[config.mk]
export PLATFORM = sky130hd
export DESIGN_NAME = remote_comm
export DESIGN_NICKNAME = d
export VERILOG_FILES = /design/src/rtl/remote_comm.sv
export SDC_FILE = /design/constraint.sdc
export NUM_CORES = 1
export LEC_CHECK = 0
export ABC_AREA = 1
export CAP_MARGIN = 20
export CORE_MARGIN = 5
export CORE_UTILIZATION = 32
export CTS_CLUSTER_SIZE = 40
export DETAILED_ROUTE_END_ITERATION = 12
export GPL_TIMING_DRIVEN = 0
export MAX_ROUTING_LAYER = met4
export SLEW_MARGIN = 20
export SYNTH_ARGS = -nofsm -noshare
export SYNTH_HDL_FRONTEND = slang
export SYNTH_SLANG_ARGS = --single-unit
export TNS_END_PERCENT = 30
[constraint.sdc]
create_clock -name clk -period 1.85 [get_ports clk]
set_clock_uncertainty 0.1 [all_clocks]
set_input_delay 0.4625 -clock clk [delete_from_list [all_inputs] [get_ports clk]]
set_output_delay 0.4625 -clock clk [all_outputs]
set_load 0.05 [all_outputs]
[src/rtl/remote_comm.sv]
// UART command/response link: sends a 16-bit command as two 8N1 bytes (high first)
// and receives 8N1 response bytes on RX; both directions run independently.
module remote_comm #(
    parameter int unsigned BAUD_CYC = 434
) (
    input  logic        clk,
    input  logic        rst_n,
    input  logic        RX,
    output logic        TX,
    input  logic [15:0] cmd,
    input  logic        snd_cmd,
    output logic        cmd_snt,
    output logic        resp_rdy,
    output logic [7:0]  resp
);

    localparam int unsigned FIRST_CYC = (BAUD_CYC * 3) / 2;
    localparam int unsigned CW        = $clog2(FIRST_CYC + 1);

    typedef enum logic [1:0] {
        IDLE,
        HIGH,
        LOW
    } tx_state_e;

    typedef enum logic [1:0] {
        RX_IDLE,
        RX_DATA,
        RX_STOP
    } rx_state_e;

    // ---------------- transmitter ----------------
    tx_state_e       tx_state_q, tx_state_d;
    logic [7:0]      cmd_lo_q, cmd_lo_d;
    logic [8:0]      tx_sh_q, tx_sh_d;
    logic [3:0]      tx_bit_q, tx_bit_d;
    logic [CW-1:0]   tx_cnt_q, tx_cnt_d;
    logic            tx_q, tx_d;
    logic            cmd_snt_q, cmd_snt_d;
    logic            accept;
    logic            tx_bit_end;

    assign accept     = (tx_state_q == IDLE) && snd_cmd;
    assign tx_bit_end = (tx_cnt_q == CW'(BAUD_CYC - 1));

    // The high byte goes straight into the shift register, so only the low byte needs holding.
    always_comb begin
        tx_state_d = tx_state_q;
        cmd_lo_d   = cmd_lo_q;
        tx_sh_d    = tx_sh_q;
        tx_bit_d   = tx_bit_q;
        tx_cnt_d   = tx_cnt_q;
        tx_d       = tx_q;
        cmd_snt_d  = cmd_snt_q;
        case (tx_state_q)
            IDLE: begin
                tx_d = 1'b1;
                if (snd_cmd) begin
                    cmd_lo_d   = cmd[7:0];
                    cmd_snt_d  = 1'b0;
                    tx_state_d = HIGH;
                    tx_d       = 1'b0;
                    tx_sh_d    = {1'b1, cmd[15:8]};
                    tx_bit_d   = '0;
                    tx_cnt_d   = '0;
                end
            end
            HIGH, LOW: begin
                if (tx_bit_end) begin
                    tx_cnt_d = '0;
                    if (tx_bit_q == 4'd9) begin
                        if (tx_state_q == HIGH) begin
                            tx_state_d = LOW;
                            tx_d       = 1'b0;
                            tx_sh_d    = {1'b1, cmd_lo_q};
                            tx_bit_d   = '0;
                        end else begin
                            tx_state_d = IDLE;
                            tx_d       = 1'b1;
                            cmd_snt_d  = 1'b1;
                        end
                    end else begin
                        tx_d     = tx_sh_q[0];
                        tx_sh_d  = {1'b1, tx_sh_q[8:1]};
                        tx_bit_d = tx_bit_q + 4'd1;
                    end
                end else begin
                    tx_cnt_d = tx_cnt_q + CW'(1);
                end
            end
            default: begin
                tx_state_d = IDLE;
                tx_d       = 1'b1;
            end
        endcase
    end

    always_ff @(posedge clk or negedge rst_n) begin
        if (!rst_n) begin
            tx_state_q <= IDLE;
            cmd_lo_q   <= '0;
            tx_sh_q    <= '1;
            tx_bit_q   <= '0;
            tx_cnt_q   <= '0;
            tx_q       <= 1'b1;
            cmd_snt_q  <= 1'b0;
        end else begin
            tx_state_q <= tx_state_d;
            cmd_lo_q   <= cmd_lo_d;
            tx_sh_q    <= tx_sh_d;
            tx_bit_q   <= tx_bit_d;
            tx_cnt_q   <= tx_cnt_d;
            tx_q       <= tx_d;
            cmd_snt_q  <= cmd_snt_d;
        end
    end

    assign TX      = tx_q;
    assign cmd_snt = cmd_snt_q;

    // ---------------- receiver ----------------
    rx_state_e       rx_state_q, rx_state_d;
    logic            rx_meta_q, rx_sync_q, rx_prev_q;
    logic [CW-1:0]   rx_cnt_q, rx_cnt_d;
    logic [2:0]      rx_bit_q, rx_bit_d;
    logic [7:0]      rx_sh_q, rx_sh_d;
    logic [7:0]      resp_q, resp_d;
    logic            resp_rdy_q, resp_rdy_d;
    logic            start_edge;

    assign start_edge = rx_prev_q & ~rx_sync_q;

    // The byte is delivered at mid stop bit so a back-to-back start edge is never missed.
    always_comb begin
        rx_state_d = rx_state_q;
        rx_cnt_d   = rx_cnt_q;
        rx_bit_d   = rx_bit_q;
        rx_sh_d    = rx_sh_q;
        resp_d     = resp_q;
        resp_rdy_d = resp_rdy_q;
        if (accept) begin
            resp_rdy_d = 1'b0;
        end
        case (rx_state_q)
            RX_IDLE: begin
                if (start_edge) begin
                    rx_state_d = RX_DATA;
                    rx_cnt_d   = CW'(FIRST_CYC - 1);
                    rx_bit_d   = '0;
                    resp_rdy_d = 1'b0;
                end
            end
            RX_DATA: begin
                if (rx_cnt_q == '0) begin
                    rx_sh_d  = {rx_sync_q, rx_sh_q[7:1]};
                    rx_cnt_d = CW'(BAUD_CYC - 1);
                    if (rx_bit_q == 3'd7) begin
                        rx_state_d = RX_STOP;
                    end else begin
                        rx_bit_d = rx_bit_q + 3'd1;
                    end
                end else begin
                    rx_cnt_d = rx_cnt_q - CW'(1);
                end
            end
            RX_STOP: begin
                if (rx_cnt_q == '0) begin
                    resp_d     = rx_sh_q;
                    resp_rdy_d = 1'b1;
                    rx_state_d = RX_IDLE;
                end else begin
                    rx_cnt_d = rx_cnt_q - CW'(1);
                end
            end
            default: rx_state_d = RX_IDLE;
        endcase
    end

    always_ff @(posedge clk or negedge rst_n) begin
        if (!rst_n) begin
            rx_meta_q  <= 1'b1;
            rx_sync_q  <= 1'b1;
            rx_prev_q  <= 1'b1;
            rx_state_q <= RX_IDLE;
            rx_cnt_q   <= '0;
            rx_bit_q   <= '0;
            rx_sh_q    <= '0;
            resp_q     <= '0;
            resp_rdy_q <= 1'b0;
        end else begin
            rx_meta_q  <= RX;
            rx_sync_q  <= rx_meta_q;
            rx_prev_q  <= rx_sync_q;
            rx_state_q <= rx_state_d;
            rx_cnt_q   <= rx_cnt_d;
            rx_bit_q   <= rx_bit_d;
            rx_sh_q    <= rx_sh_d;
            resp_q     <= resp_d;
            resp_rdy_q <= resp_rdy_d;
        end
    end

    assign resp     = resp_q;
    assign resp_rdy = resp_rdy_q;

endmodule

==> qor.tcl <==
set qor(synthDistinctLibCells) 34
set qor(finalMaxSlewViolations) 0
set qor(setup.worst_path.start_class) {register}
set qor(drt_first_iter_violations) 207
set qor(antenna_cell_count) 0
set qor(drt-total-wl_mm) 8.099
set qor(number_of_global_route_vias_before_repair) 2938
set qor(worst_path_dominant_cell_family) {flip-flops}
set qor(detail_route.vias_per_cell) 4.646
set qor(floorplan.die.height_um) 115.4
set qor(routabilityCongestion) 0.8092
set qor(synth_sequential_area_ratio_pct) 48.98
set qor(core.rowCount) 38
set qor(dieArea_um2) 13320
set qor(setup.worst_path.class) {register to output port}
set qor(critPathCaptureType) {output port}
set qor(arrival_ns) 1.24
set qor(relSlewSlack_pct) 67.51
set qor(drive_gt1_share_pct) 20.00
set qor(timing.max_cap.violations) 0
set qor(cts-htree-levels) 3
set qor(synthesis.area_per_instance_um2) 8.175
set qor(syn_inst) 435
set qor(fin_hold_ws_ns) 0.2606
set qor(setup_repair_after_global_routing_missed_its_margin) {yes}
set qor(wire_length_of_the_first_global_routing_pass_mm) 13.52
set qor(cp_slowest_stage_delay_ns) 0.53
set qor(dp.final_hpwl_mm) 5.493
set qor(initial_core_util_pct) 32.66
set qor(clock_path_buffers) 2
set qor(grt_antenna_before_repair) 0
set qor(route.detailed.wl_per_inst_um) 12.75
set qor(grt.overflow.total) 0
set qor(tritoncts.num_buffers) 9
set qor(status) {completed}
set qor(final-seq-area_um2) 1742
set qor(timing.final.hold_violations) 0
set qor(ys_seq_elements) 69
set qor(leakage_uw) 0.002206
set qor(hold_depth) 0
set qor(cts.root.buffer_cell) {sky130_fd_sc_hd__clkbuf_8}
set qor(yosysTopAreaCellShare_pct) 40.11
set qor(grt.total_usage_pct) 13.19
set qor(synth_to_layout_area_growth_pct) 27.83
set qor(stdcell_area_um2) 4546
set qor(postRouteAntennaNets) 0
set qor(worstHoldPathType) {register to register}
set qor(vdd.ir_drop.worst_v) 0.0009405
set qor(synth_edf_count) 0
set qor(crit_path_cell_trace) {clkdlybuf4s15_2}
set qor(crit_path_max_fanout) 2
set qor(skew_pair_late_insertion_delay_ns) 0.36
set qor(critical_path_buffer_and_inverter_count) 1
set qor(timing.fmax_mhz) 553.6
set qor(iteration_count_of_the_initial_detailed_routing_pass) 4
set qor(design.portCount) 31
set qor(cts.sink_count) 69
set qor(port_buffers) 30
set qor(dominantRegCellSynth) {sky130_fd_sc_hd__dfrtp_1}
set qor(cp_num_cells) 1
set qor(yosysMostFrequentCell) {sky130_fd_sc_hd__nand2_1}
set qor(ys_top_cells_by_area) {sky130_fd_sc_hd__dfrtp_1 (40%), sky130_fd_sc_hd__nand2_1 (17%), sky130_fd_sc_hd__dfstp_2 (8.9%)}
set qor(mappedNetlistArea_um2) 3556
set qor(total_power_per_unit_cell_area_nw_per_um2) 1549
set qor(post_synth_top_area_cell) {sky130_fd_sc_hd__dfrtp_1}
set qor(dpl-instance-area_um2) 4056
set qor(synth_warnings) 0
set qor(num_vias) 2950
set qor(ys_top_cells_by_count) {sky130_fd_sc_hd__nand2_1 (157), sky130_fd_sc_hd__dfrtp_1 (57), sky130_fd_sc_hd__inv_1 (43)}
set qor(cp.required_ns) 1.29
set qor(fill_cells) 1047
set qor(worstRegToRegCells) 9
set qor(drcViolationCount) 0
set qor(critical-path-slowest-cell) {sky130_fd_sc_hd__dfstp_2}
set qor(setup_viol) 0
set qor(final_critical_delay_including_setup_and_external_delays_ns) 1.806
set qor(cts_tree) {built}
set qor(tightest_slew_ns) 0.4892
set qor(maximum_number_of_pins_on_one_net_before_global_route_repair) 50
set qor(area_used_by_multi_input_combinational_logic_um2) 1698
set qor(clkTransAtPathRegs_ns) 0.07
set qor(ys_async_sr_fraction_pct) 100.0
set qor(nNetsFinal) 526
set qor(dieWidth_um) 115.4
set qor(synth_fp_nets) 471
set qor(finalCritPeriodShare_pct) 97.64
set qor(floorplan.core_area_um2) 10890
[cells in the final DEF, fill, tap and decap left out, types with 3 or more instances in the layout]
master,n
sky130_fd_sc_hd__clkdlybuf4s15_1,3
sky130_fd_sc_hd__buf_6,3
sky130_fd_sc_hd__inv_2,7
sky130_fd_sc_hd__o21ai_2,3
sky130_fd_sc_hd__o21ai_0,14
sky130_fd_sc_hd__nand3_1,30
sky130_fd_sc_hd__dfstp_2,12
sky130_fd_sc_hd__buf_4,11
sky130_fd_sc_hd__nand3_2,5
sky130_fd_sc_hd__ha_1,14
sky130_fd_sc_hd__inv_1,38
sky130_fd_sc_hd__clkbuf_2,4
sky130_fd_sc_hd__or2_2,4
sky130_fd_sc_hd__bufinv_16,6
sky130_fd_sc_hd__nor2_2,4
sky130_fd_sc_hd__o21ai_1,4
sky130_fd_sc_hd__clkbuf_8,9
sky130_fd_sc_hd__nand4_1,9
sky130_fd_sc_hd__a21oi_1,11
sky130_fd_sc_hd__nand2_1,156
sky130_fd_sc_hd__nor2_1,25
sky130_fd_sc_hd__nor3_1,5
sky130_fd_sc_hd__dfrtp_1,57
sky130_fd_sc_hd__clkdlybuf4s50_1,18
sky130_fd_sc_hd__mux2_2,8
[cell type report]
cell class | count | share of cell area, %
Multi-Input combinational cell | 315 | 37.35
Clock inverter | 7 | 4.074
Tap cell | 140 | 3.854
Clock buffer | 9 | 2.725
Timing Repair Buffer | 43 | 8.836
Sequential cell | 69 | 38.32
Buffer | 4 | 0.7157
Inverter | 48 | 4.129
[per-layer routing]
metal  share of wire [%]  wire [um]  track usage [%]
met1                  47       3838            16.25
met2                  48       3919            20.72
met3                 3.3        264            3.238
met4                0.95         77            5.556
met5                   0          0                -
[repair_timing]
action                                 in CTS  in global routing
pin swaps                                   2                  6
buffers inserted                            4                  6
endpoints found under the hold margin      19                  0
cloned                                      1                  1
resized for setup                          26                 28
setup endpoints to repair                  40                 55
hold buffers                                1                  0
[kinds of logic (layout without fill, tap and decap cells)]
family | count (synthesis) | after routing | synth area share, %
simple gates | 247 | 248 | 29.59
flops | 69 | 69 | 48.98
fa+ha+maj | 16 | 16 | 5.630
buf+inv | 52 | 111 | 5.876
mux | 8 | 8 | 2.534
xor+xnor | 2 | 2 | 0.4927
compound gates | 41 | 41 | 6.897
[sequential cells by signal, summed over array words and instances, names as in the netlist, 3 cells and up]
signal,count
rx_bit_q,3
cmd_lo_q,8
rx_sh_q,8
tx_cnt_q,10
tx_sh_q,8
rx_cnt_q,10
tx_bit_q,4
resp,8
[worst paths after layout]
check | from | endpoint | slack (ns)
min in group asynchronous | rst_n | tx_state_q[0] | 0.43
worst max-delay path | TX | TX | 0.04
worst min-delay path | rx_meta_q | rx_sync_q | 0.26
max in group asynchronous | rst_n | rx_sync_q | 0.63
worst max register to register | tx_state_q[1] | TX | 0.06
worst min register to register | rx_meta_q | rx_sync_q | 0.26
[power breakdown]
part	total, uW	internal (uW)	switching (uW)	leakage [uW]
combinational	2910	1130	1780	0.00117
sequential	2220	1950	277	0.000879
clock	1910	1300	608	0.000153
total	7040	4380	2660	0.00221
[through the flow]
stage / setup slack, ns / TNS, ns / power, uW / util (%) / std cells
2_1_floorplan: 0.06308 / 0 / 4100 / - / 435
3_3_place_gp: -2.235 / -147.51 / 4657 / 37.03 / 605
3_5_place_dp: -0.3560 / -3.886 / 4730 / 37.26 / 606
4_1_cts: -0.01547 / -0.04754 / 6790 / 40.68 / 628
5_1_grt: -0.05208 / -0.5348 / 7550 / 41.75 / 635
6_report: 0.04368 / 0 / 7043 / 41.75 / 635
Power figures use the tool's default switching activity.
